$ cat config.mk
export PLATFORM = sky130hd
export DESIGN_NAME = cpu_clk_switch_ctrl_flat
export DESIGN_NICKNAME = d
export VERILOG_FILES = /design/src/rtl/cpu_clk_switch_ctrl_if.sv /design/src/rtl/cpu_clk_switch_ctrl.sv /design/src/flat_wrapper.sv
export SDC_FILE = /design/constraint.sdc
export NUM_CORES = 1
export LEC_CHECK = 0
export BUFFER_PORTS_ARGS = -buffer_cell sky130_fd_sc_hd__buf_2
export CAP_MARGIN = 20
export CELL_PAD_IN_SITES_DETAIL_PLACEMENT = 2
export CELL_PAD_IN_SITES_GLOBAL_PLACEMENT = 2
export CORE_ASPECT_RATIO = 0.5
export CORE_UTILIZATION = 42
export CTS_BUF_LIST = sky130_fd_sc_hd__clkbuf_4 sky130_fd_sc_hd__clkbuf_8
export DETAILED_ROUTE_END_ITERATION = 8
export GPL_TIMING_DRIVEN = 0
export PLACE_DENSITY = 0.86
export SYNTH_ARGS = -nofsm -noshare
export SYNTH_HDL_FRONTEND = slang
export SYNTH_SLANG_ARGS = --single-unit
$ cat constraint.sdc
create_clock -name sys_clock -period 5 [get_ports sys_clock]
set_clock_uncertainty 0.2 [all_clocks]
set_input_delay 0.75 -clock sys_clock [delete_from_list [all_inputs] [get_ports sys_clock]]
set_output_delay 0.75 -clock sys_clock [all_outputs]
set_load 0.01 [all_outputs]
$ cat src/rtl/cpu_clk_switch_ctrl_if.sv
// Handshake bundle between the CPU clock-switch sequencer and its environment:
// switch requests and mux lock come in, mux select and CPU reset go out.
interface cpu_clk_switch_ctrl_if;
    logic       sel_req_valid;
    logic       sel_req;
    logic       locked;
    logic       clk_wiz_enable;
    logic       cpu_resetn;
    logic       busy;
    logic       switch_err;
    logic [7:0] lock_loss_cnt;

    // Requester / clock-mux side.
    modport master (
        output sel_req_valid,
        output sel_req,
        output locked,
        input  clk_wiz_enable,
        input  cpu_resetn,
        input  busy,
        input  switch_err,
        input  lock_loss_cnt
    );

    // Sequencer side.
    modport slave (
        input  sel_req_valid,
        input  sel_req,
        input  locked,
        output clk_wiz_enable,
        output cpu_resetn,
        output busy,
        output switch_err,
        output lock_loss_cnt
    );
endinterface

$ cat src/rtl/cpu_clk_switch_ctrl.sv
// CPU clock-source switch sequencer. Runs on the never-switching sys_clock,
// holds the CPU in reset around every mux select change, waits for MMCM lock
// (falling back to sys_clock on timeout) and releases CPU reset only after
// lock has been continuously stable for RELEASE_CYCLES cycles.
module cpu_clk_switch_ctrl #(
    parameter int HOLD_CYCLES    = 16,
    parameter int LOCK_TIMEOUT   = 65535,
    parameter int RELEASE_CYCLES = 64,
    parameter int CNT_W          = 16
) (
    input  logic                  sys_clock,
    input  logic                  resetn,
    cpu_clk_switch_ctrl_if.slave  bus
);

    typedef enum logic [1:0] {
        ST_STABLE     = 2'd0,
        ST_RUN        = 2'd1,
        ST_PRE_SWITCH = 2'd2,
        ST_WAIT_LOCK  = 2'd3
    } state_t;

    localparam logic [CNT_W-1:0] REL_LAST   = CNT_W'(RELEASE_CYCLES - 1);
    localparam logic [CNT_W-1:0] HOLD_LAST  = CNT_W'(HOLD_CYCLES - 1);
    localparam logic [CNT_W-1:0] TMO_LAST   = CNT_W'(LOCK_TIMEOUT - 1);
    // First WAIT_LOCK count at which locked_s reflects the new clock, not
    // whatever the synchronizer still held from before the switch.
    localparam logic [CNT_W-1:0] FLUSH_DONE = CNT_W'(3);
    localparam logic [CNT_W-1:0] CNT_ONE    = CNT_W'(1);

    state_t           state_r;
    logic [CNT_W-1:0] cnt_r;
    logic             lock_meta_r;
    logic             locked_s;
    logic             sel_latch_r;
    logic             clk_wiz_enable_r;
    logic             cpu_resetn_r;
    logic             busy_r;
    logic             switch_err_r;
    logic [7:0]       lock_loss_cnt_r;

    // Two-flop synchronizer bringing the mux lock into the sys_clock domain.
    always_ff @(posedge sys_clock or negedge resetn) begin
        if (!resetn) begin
            lock_meta_r <= 1'b0;
            locked_s    <= 1'b0;
        end else begin
            lock_meta_r <= bus.locked;
            locked_s    <= lock_meta_r;
        end
    end

    // Switch sequencer with registered select, CPU reset and status outputs.
    always_ff @(posedge sys_clock or negedge resetn) begin
        if (!resetn) begin
            state_r          <= ST_STABLE;
            cnt_r            <= '0;
            sel_latch_r      <= 1'b0;
            clk_wiz_enable_r <= 1'b0;
            cpu_resetn_r     <= 1'b0;
            busy_r           <= 1'b1;
            switch_err_r     <= 1'b0;
            lock_loss_cnt_r  <= 8'd0;
        end else begin
            case (state_r)
                ST_STABLE: begin
                    if (!locked_s) begin
                        // Any lock glitch restarts the stability window.
                        cnt_r <= '0;
                    end else if (cnt_r == REL_LAST) begin
                        state_r      <= ST_RUN;
                        cnt_r        <= '0;
                        cpu_resetn_r <= 1'b1;
                        busy_r       <= 1'b0;
                    end else begin
                        cnt_r <= cnt_r + CNT_ONE;
                    end
                end

                ST_RUN: begin
                    if (!locked_s) begin
                        // Lock loss wins over a simultaneous request.
                        state_r      <= ST_WAIT_LOCK;
                        cnt_r        <= '0;
                        cpu_resetn_r <= 1'b0;
                        busy_r       <= 1'b1;
                        if (lock_loss_cnt_r != 8'hFF) begin
                            lock_loss_cnt_r <= lock_loss_cnt_r + 8'd1;
                        end
                    end else if (bus.sel_req_valid) begin
                        switch_err_r <= 1'b0;
                        if (bus.sel_req != clk_wiz_enable_r) begin
                            sel_latch_r  <= bus.sel_req;
                            state_r      <= ST_PRE_SWITCH;
                            cnt_r        <= '0;
                            cpu_resetn_r <= 1'b0;
                            busy_r       <= 1'b1;
                        end
                    end
                end

                ST_PRE_SWITCH: begin
                    if (cnt_r == HOLD_LAST) begin
                        clk_wiz_enable_r <= sel_latch_r;
                        state_r          <= ST_WAIT_LOCK;
                        cnt_r            <= '0;
                    end else begin
                        cnt_r <= cnt_r + CNT_ONE;
                    end
                end

                ST_WAIT_LOCK: begin
                    if ((cnt_r >= FLUSH_DONE) && locked_s) begin
                        state_r <= ST_STABLE;
                        cnt_r   <= '0;
                    end else if (cnt_r == TMO_LAST) begin
                        // Give up on the requested source and fall back.
                        clk_wiz_enable_r <= 1'b0;
                        switch_err_r     <= 1'b1;
                        state_r          <= ST_STABLE;
                        cnt_r            <= '0;
                    end else begin
                        cnt_r <= cnt_r + CNT_ONE;
                    end
                end

                default: begin
                    // Unreachable encoding: park the CPU in reset and resync.
                    state_r      <= ST_STABLE;
                    cnt_r        <= '0;
                    cpu_resetn_r <= 1'b0;
                    busy_r       <= 1'b1;
                end
            endcase
        end
    end

    assign bus.clk_wiz_enable = clk_wiz_enable_r;
    assign bus.cpu_resetn     = cpu_resetn_r;
    assign bus.busy           = busy_r;
    assign bus.switch_err     = switch_err_r;
    assign bus.lock_loss_cnt  = lock_loss_cnt_r;

endmodule

$ cat src/flat_wrapper.sv
// flat-port wrapper written by rule: the top's interface ports become plain ports
module cpu_clk_switch_ctrl_flat 
#(
    parameter int HOLD_CYCLES    = 16,
    parameter int LOCK_TIMEOUT   = 65535,
    parameter int RELEASE_CYCLES = 64,
    parameter int CNT_W          = 16
)
  (sys_clock, resetn, bus_sel_req_valid, bus_sel_req, bus_locked, bus_clk_wiz_enable, bus_cpu_resetn, bus_busy, bus_switch_err, bus_lock_loss_cnt);
  cpu_clk_switch_ctrl_if bus_i ();
  input  logic sys_clock;
  input  logic resetn;
  input wire logic [$bits(bus_i.sel_req_valid)-1:0] bus_sel_req_valid;
  input wire logic [$bits(bus_i.sel_req)-1:0] bus_sel_req;
  input wire logic [$bits(bus_i.locked)-1:0] bus_locked;
  output wire logic [$bits(bus_i.clk_wiz_enable)-1:0] bus_clk_wiz_enable;
  output wire logic [$bits(bus_i.cpu_resetn)-1:0] bus_cpu_resetn;
  output wire logic [$bits(bus_i.busy)-1:0] bus_busy;
  output wire logic [$bits(bus_i.switch_err)-1:0] bus_switch_err;
  output wire logic [$bits(bus_i.lock_loss_cnt)-1:0] bus_lock_loss_cnt;
  assign bus_i.sel_req_valid = bus_sel_req_valid;
  assign bus_i.sel_req = bus_sel_req;
  assign bus_i.locked = bus_locked;
  assign bus_clk_wiz_enable = bus_i.clk_wiz_enable;
  assign bus_cpu_resetn = bus_i.cpu_resetn;
  assign bus_busy = bus_i.busy;
  assign bus_switch_err = bus_i.switch_err;
  assign bus_lock_loss_cnt = bus_i.lock_loss_cnt;
  cpu_clk_switch_ctrl #(.HOLD_CYCLES(HOLD_CYCLES), .LOCK_TIMEOUT(LOCK_TIMEOUT), .RELEASE_CYCLES(RELEASE_CYCLES), .CNT_W(CNT_W)) u_core (.sys_clock(sys_clock), .resetn(resetn), .bus(bus_i));
endmodule
**Yosys cells after proc, flatten, opt, wreduce, memory -nomap -nowiden**

Cells that the tools add are included.

- Add/subtract/negate cells: 2
- Magnitude comparators: 1
- Equal/unequal tests: 18
- Multiplexer cells: 39
- Bitwise gates (word level): 1
- Reduce and logical (&&, ||, !) cells: 12

Operators by type and width:

| operator | number |
|---|---|
| $mux W16 | 8 |
| $pmux W16 S4 | 1 |
| $mux W1 | 17 |
| $add A16 B1 Y16 const B | 1 |
| $eq A16 B16 Y1 const B | 1 |
| $eq A16 B4 Y1 const B | 1 |
| $eq A16 B6 Y1 const B | 1 |
| $ge A16 B2 Y1 const B | 1 |
| $mux W2 | 8 |
| $ne A2 B1 Y1 const B | 5 |
| $reduce_and A5 Y1 | 2 |
| $add A8 B1 Y8 const B | 1 |
| $ne A8 B8 Y1 const B | 1 |
| $pmux W1 S2 | 4 |
| $pmux W2 S4 | 1 |
| $reduce_and A4 Y1 | 2 |
| $ne A3 B3 Y1 const B | 2 |
| $reduce_and A6 Y1 | 1 |
| $reduce_bool A2 Y1 | 3 |
| $eq A2 B2 Y1 const B | 2 |
| $ne A2 B2 Y1 const B | 2 |
| $ne A3 B1 Y1 const B | 1 |
| $reduce_and A3 Y1 | 1 |
| $eq A2 B1 Y1 const B | 1 |
| 5 further kinds | 5 |

- Register bits after elaboration: 33
- Input port bits: 5
- Output and inout port bits: 12

**Longest topological paths before layout**

- Depth in word-level cells: 5
- Mapped depth: 9
- Mapped depth without buffers: 7

**Least setup slack after synthesis**

No wires, ideal clock.

- Kind: register to register
- From: register u_core.cnt_r[8]
- To: register u_core.state_r[1]
- Setup time: 0.125 ns
- Arrival time: 2.112 ns
- Required time: 4.675 ns
- Path slack: 2.563 ns
- Stages on the path, launching flop included: 6
- Clock period less this slack: 2.437 ns
- Path through: dfrtp_1 or4_4 o41a_1 o31ai_1 nor2b_1 mux2_4

- Longest elaborated chain between the ends: 4
- Elaborated cells between the ends (all ways): 11
- Those cells by class: order compare: 1; eq/ne: 6; mux: 2; reduce/logical: 2

RTL lines:

| item | line | source |
|---|---|---|
| start, declared | cpu_clk_switch_ctrl.sv:32 | `logic [CNT_W-1:0] cnt_r;` |
| start signal, assigned | cpu_clk_switch_ctrl.sv:76 | `cnt_r <= cnt_r + CNT_ONE;` |
| start signal, assigned | cpu_clk_switch_ctrl.sv:108 | `cnt_r <= cnt_r + CNT_ONE;` |
| start signal, assigned | cpu_clk_switch_ctrl.sv:123 | `cnt_r <= cnt_r + CNT_ONE;` |
| $ge A16 B2 Y1 | cpu_clk_switch_ctrl.sv:113 | `if ((cnt_r >= FLUSH_DONE) && locked_s) begin` |
| $logic_and A1 B1 Y1 | cpu_clk_switch_ctrl.sv:113 |  |
| $ne A3 B1 Y1 (no source line) or $mux W2 (tied branches) | -- |  |
| $reduce_and A6 Y1 (no source line) or $pmux W2 S4 (tied branches) | -- |  |
| end signal, assigned | cpu_clk_switch_ctrl.sv:114 | `state_r <= ST_STABLE;` |
| end signal, assigned | cpu_clk_switch_ctrl.sv:120 | `state_r <= ST_STABLE;` |
| end signal, assigned | cpu_clk_switch_ctrl.sv:129 | `state_r <= ST_STABLE;` |
| end, declared | cpu_clk_switch_ctrl.sv:31 | `state_t state_r;` |

Parallel ways exist; a longest one is shown, timed or not.
A chain may end at the register's enable or synchronous reset.

**Worst setup path in the final report**

- From: register u_core.cnt_r[4]
- To: register u_core.cnt_r[8]

- Longest elaborated chain between the ends: 4
- Elaborated cells between the ends (all ways): 12
- Those cells by class: add/sub: 1; order compare: 1; eq/ne: 3; mux: 6; reduce/logical: 1

RTL lines:

| item | line | source |
|---|---|---|
| $add A16 B1 Y16 (tied with other cells) | cpu_clk_switch_ctrl.sv:76, cpu_clk_switch_ctrl.sv:108, cpu_clk_switch_ctrl.sv:123 |  |
| $mux W16 (tied with other cells) | cpu_clk_switch_ctrl.sv:116 | `end else if (cnt_r == TMO_LAST) begin` |
| $mux W16, on equally long branches | cpu_clk_switch_ctrl.sv:113, cpu_clk_switch_ctrl.sv:67 |  |
| $pmux W16 S4 (*) | cpu_clk_switch_ctrl.sv:65 | `case (state_r)` |

Every way passes the cells marked *; elsewhere a longest branch is shown, timed or not.

==> metrics.txt <==
WP data arrival=2.74 ns; syn nets=192; Sw Ratio=0.249; Max Freq=362 MHz; post-DP HPWL=3550 µm; Tcrit/Tclk final=0.552; status=completed; LEAKAGE=0.888 nW; worst hold path class=reg -> reg; setup repair bufs after CTS=0; initial DRC count=50; Mapped Area=1830 µm²; Async S/R FF share, synth=1.00; sequential share of the synthesized area=0.452; crit-path max FO=10; Setup TNS Final=0 ns; GP Congestion=0.787; Worst Hold Launch=u_core.lock_meta_r; placed cell area=1980 µm²; EDFF count, synth=0; Clk Latency, worst-skew pair=0.29 ns; CTS tree=yes; row count=16; Main synth FF type=dfrtp_1; final hold violation count=0; area grow syn2layout=12.8%; CP startpoint=u_core.cnt_r[4]; GRT overflow=0; H-tree depth=2; vias per inst=5.86; DR WL/cell=22.6 µm; Yosys cell types=45; Int Power=379 µW; max cap viols=0; Root Buffer Master=clkbuf_8; minimum clock period after layout=2.76 ns; core area=4040 µm²; Routed WL=5820 µm; RSZ-0062 raised after global routing=no; fillcell total=417; Avg Inst Size Synth=10.2 µm²; layout cells sized above 1=0.230; combinational fraction of design power=0.047; IO buf count=16; hold_buf cts=0; die span in y=48.7 µm; Mapped Cells=180; Flop pwr share=0.541; final setup vio count=0; antenna violations before repair=0; Worst-Margin Slew=0.765 ns; # resized after CTS=0; Startpoint Class=register; die area=4640 µm²; Peak VDD IR=167 µV; final slew viol count=0; via count=1513; share of total power in the clock network=0.412; Num CTS Buffers=5; Worst setup EP type=register; Num Clock Sinks=33; Synth warnings=0; First-pass DRT Iterations=4; Residual DRC=0; ant diodes=0; vias in the first global route=1772; Starting Density=0.453; pre-CTS setup slack=2.32 ns; required time worst endpoint=4.98 ns; Setup CP Type=reg -> reg; Post-DRT Antenna Nets=0; Longest Clk Path Bufs=2; synthesis-stage register bit count=33; die width=95.4 µm; P_sw=126 µW; NumNets Final=215; slew margin rel.=0.490; largest net degree at the start of global routing=34; pwr/cell area=244 nW/µm²; Reg-to-Reg Start=u_core.cnt_r[4]; I/O pin cnt=17; clock slew at reported path FFs=0.08 ns; final worst slack=2.24 ns; total power=504 µW; total track usage=0.288; finished layout cell area=2060 µm²; first-pass GRT wire length=9790 µm
through the flow:
stage	utilization	hold slack, ns	instances
2_1_floorplan	-	0.131	180
3_3_place_gp	0.489	0.138	250
3_5_place_dp	0.489	0.149	250
4_1_cts	0.511	0.168	258
5_1_grt	0.511	0.173	258
6_report	0.511	0.167	258
metal layers:
layer / vias to the layer above / global-route usage / wire length (µm)
li1: 683 / - / -
met5: - / 0 / 0
met1: 783 / 0.355 / 2570
met4: 0 / 0.101 / 132
met3: 12 / 0.0755 / 214
met2: 35 / 0.486 / 2910
cell usage after synthesis (all sizes together), types with 2 or more instances:
cell | n | area [µm²]
a21oi | 4 | 20.0
nand3 | 8 | 40.0
o21ai | 8 | 40.0
nor2 | 19 | 96.3
nor3 | 6 | 35.0
o41ai | 2 | 36.3
inv | 9 | 33.8
or4 | 3 | 30.0
nor4 | 7 | 43.8
xor2 | 4 | 35.0
dfrtp | 32 | 801
ha | 7 | 87.6
o41a | 2 | 22.5
nor2b | 3 | 18.8
nand4 | 7 | 43.8
o32ai | 2 | 25.0
buf | 3 | 20.0
nand2 | 17 | 63.8
mux2 | 2 | 26.3
xnor2 | 17 | 149
a22o | 2 | 17.5
or3 | 2 | 13.8
state kept, by name, indices dropped and copies added, names as in the netlist:
signal / count
u_core.cnt_r: 16
u_core.bus.lock_loss_cnt: 8
u_core.state_r: 2
u_core.bus.busy: 1
u_core.bus.clk_wiz_enable: 1
u_core.bus.cpu_resetn: 1
u_core.bus.switch_err: 1
u_core.lock_meta_r: 1
u_core.locked_s: 1
u_core.sel_latch_r: 1
worst paths after layout:
path | end | slack, ns | cells past startpoint
max in group asynchronous | u_core.cnt_r[4] | 3.78 | 1
worst max register to register | u_core.cnt_r[8] | 2.24 | 6
worst max-delay path | u_core.cnt_r[8] | 2.24 | 6
worst min register to register | u_core.locked_s | 0.17 | 0
worst min-delay path | u_core.locked_s | 0.17 | 0
min in group asynchronous | u_core.bus.lock_loss_cnt[0] | 0.32 | 1
worst max-delay path, stage by stage (launching register included):
cell	delay (ns)
dfrtp_1	0.50
nand4_1	0.31
nor4_1	0.74
o32ai_2	0.22
nor3_2	0.38
buf_6	0.23
nor2_2	0.06
logic make-up (layout without fill, tap and decap cells):
logic type,after synthesis,after routing,share of synthesized area
flip-flops,33,33,0.452
buffers and inverters,13,37,0.0355
AO/OA/AOI/OAI,26,26,0.114
multiplexers,2,2,0.0144
AND/OR/NAND/NOR,78,78,0.236
XOR/XNOR,21,21,0.100
adder cells (fa/ha/maj),7,7,0.0478
layout by cell type, fill, tap and decap left out, drive strengths merged, types with 2 or more instances in the layout:
cell type,synthesis,final
or3,2,2
o41ai,2,2
clkinv,0,2
nand3,8,8
buf,3,19
nor2b,3,3
or4,3,3
xor2,4,4
nand4,7,7
ha,7,7
nand2,17,17
nor2,19,19
dfrtp,32,32
o41a,2,2
nor3,6,6
o32ai,2,2
clkbuf,0,6
mux2,2,2
a21oi,4,4
inv,9,9
xnor2,17,17
a22o,2,2
o21ai,8,8
nor4,7,7
layout make-up:
type,count,area (µm²),share of cell area
Multi-Input combinational cell,134,938,0.455
Timing Repair Buffer,16,80.1,0.0388
Inverter,9,33.8,0.0164
Clock inverter,2,10.0,0.00485
Tap cell,54,67.6,0.0327
Sequential cell,33,827,0.401
Clock buffer,6,76.3,0.0370
Buffer,4,31.3,0.0152
power groups by stage:
stage	Clock (mW)	Sequential [mW]	Combinational [mW]
after floorplan	0	0.277	0.0114
after detailed placement	0	0.277	0.0225
after CTS	0.212	0.273	0.0243
final	0.208	0.273	0.0236
after global placement	0	0.277	0.0216
after global routing	0.220	0.273	0.0262
Power figures use the tool's default switching activity.
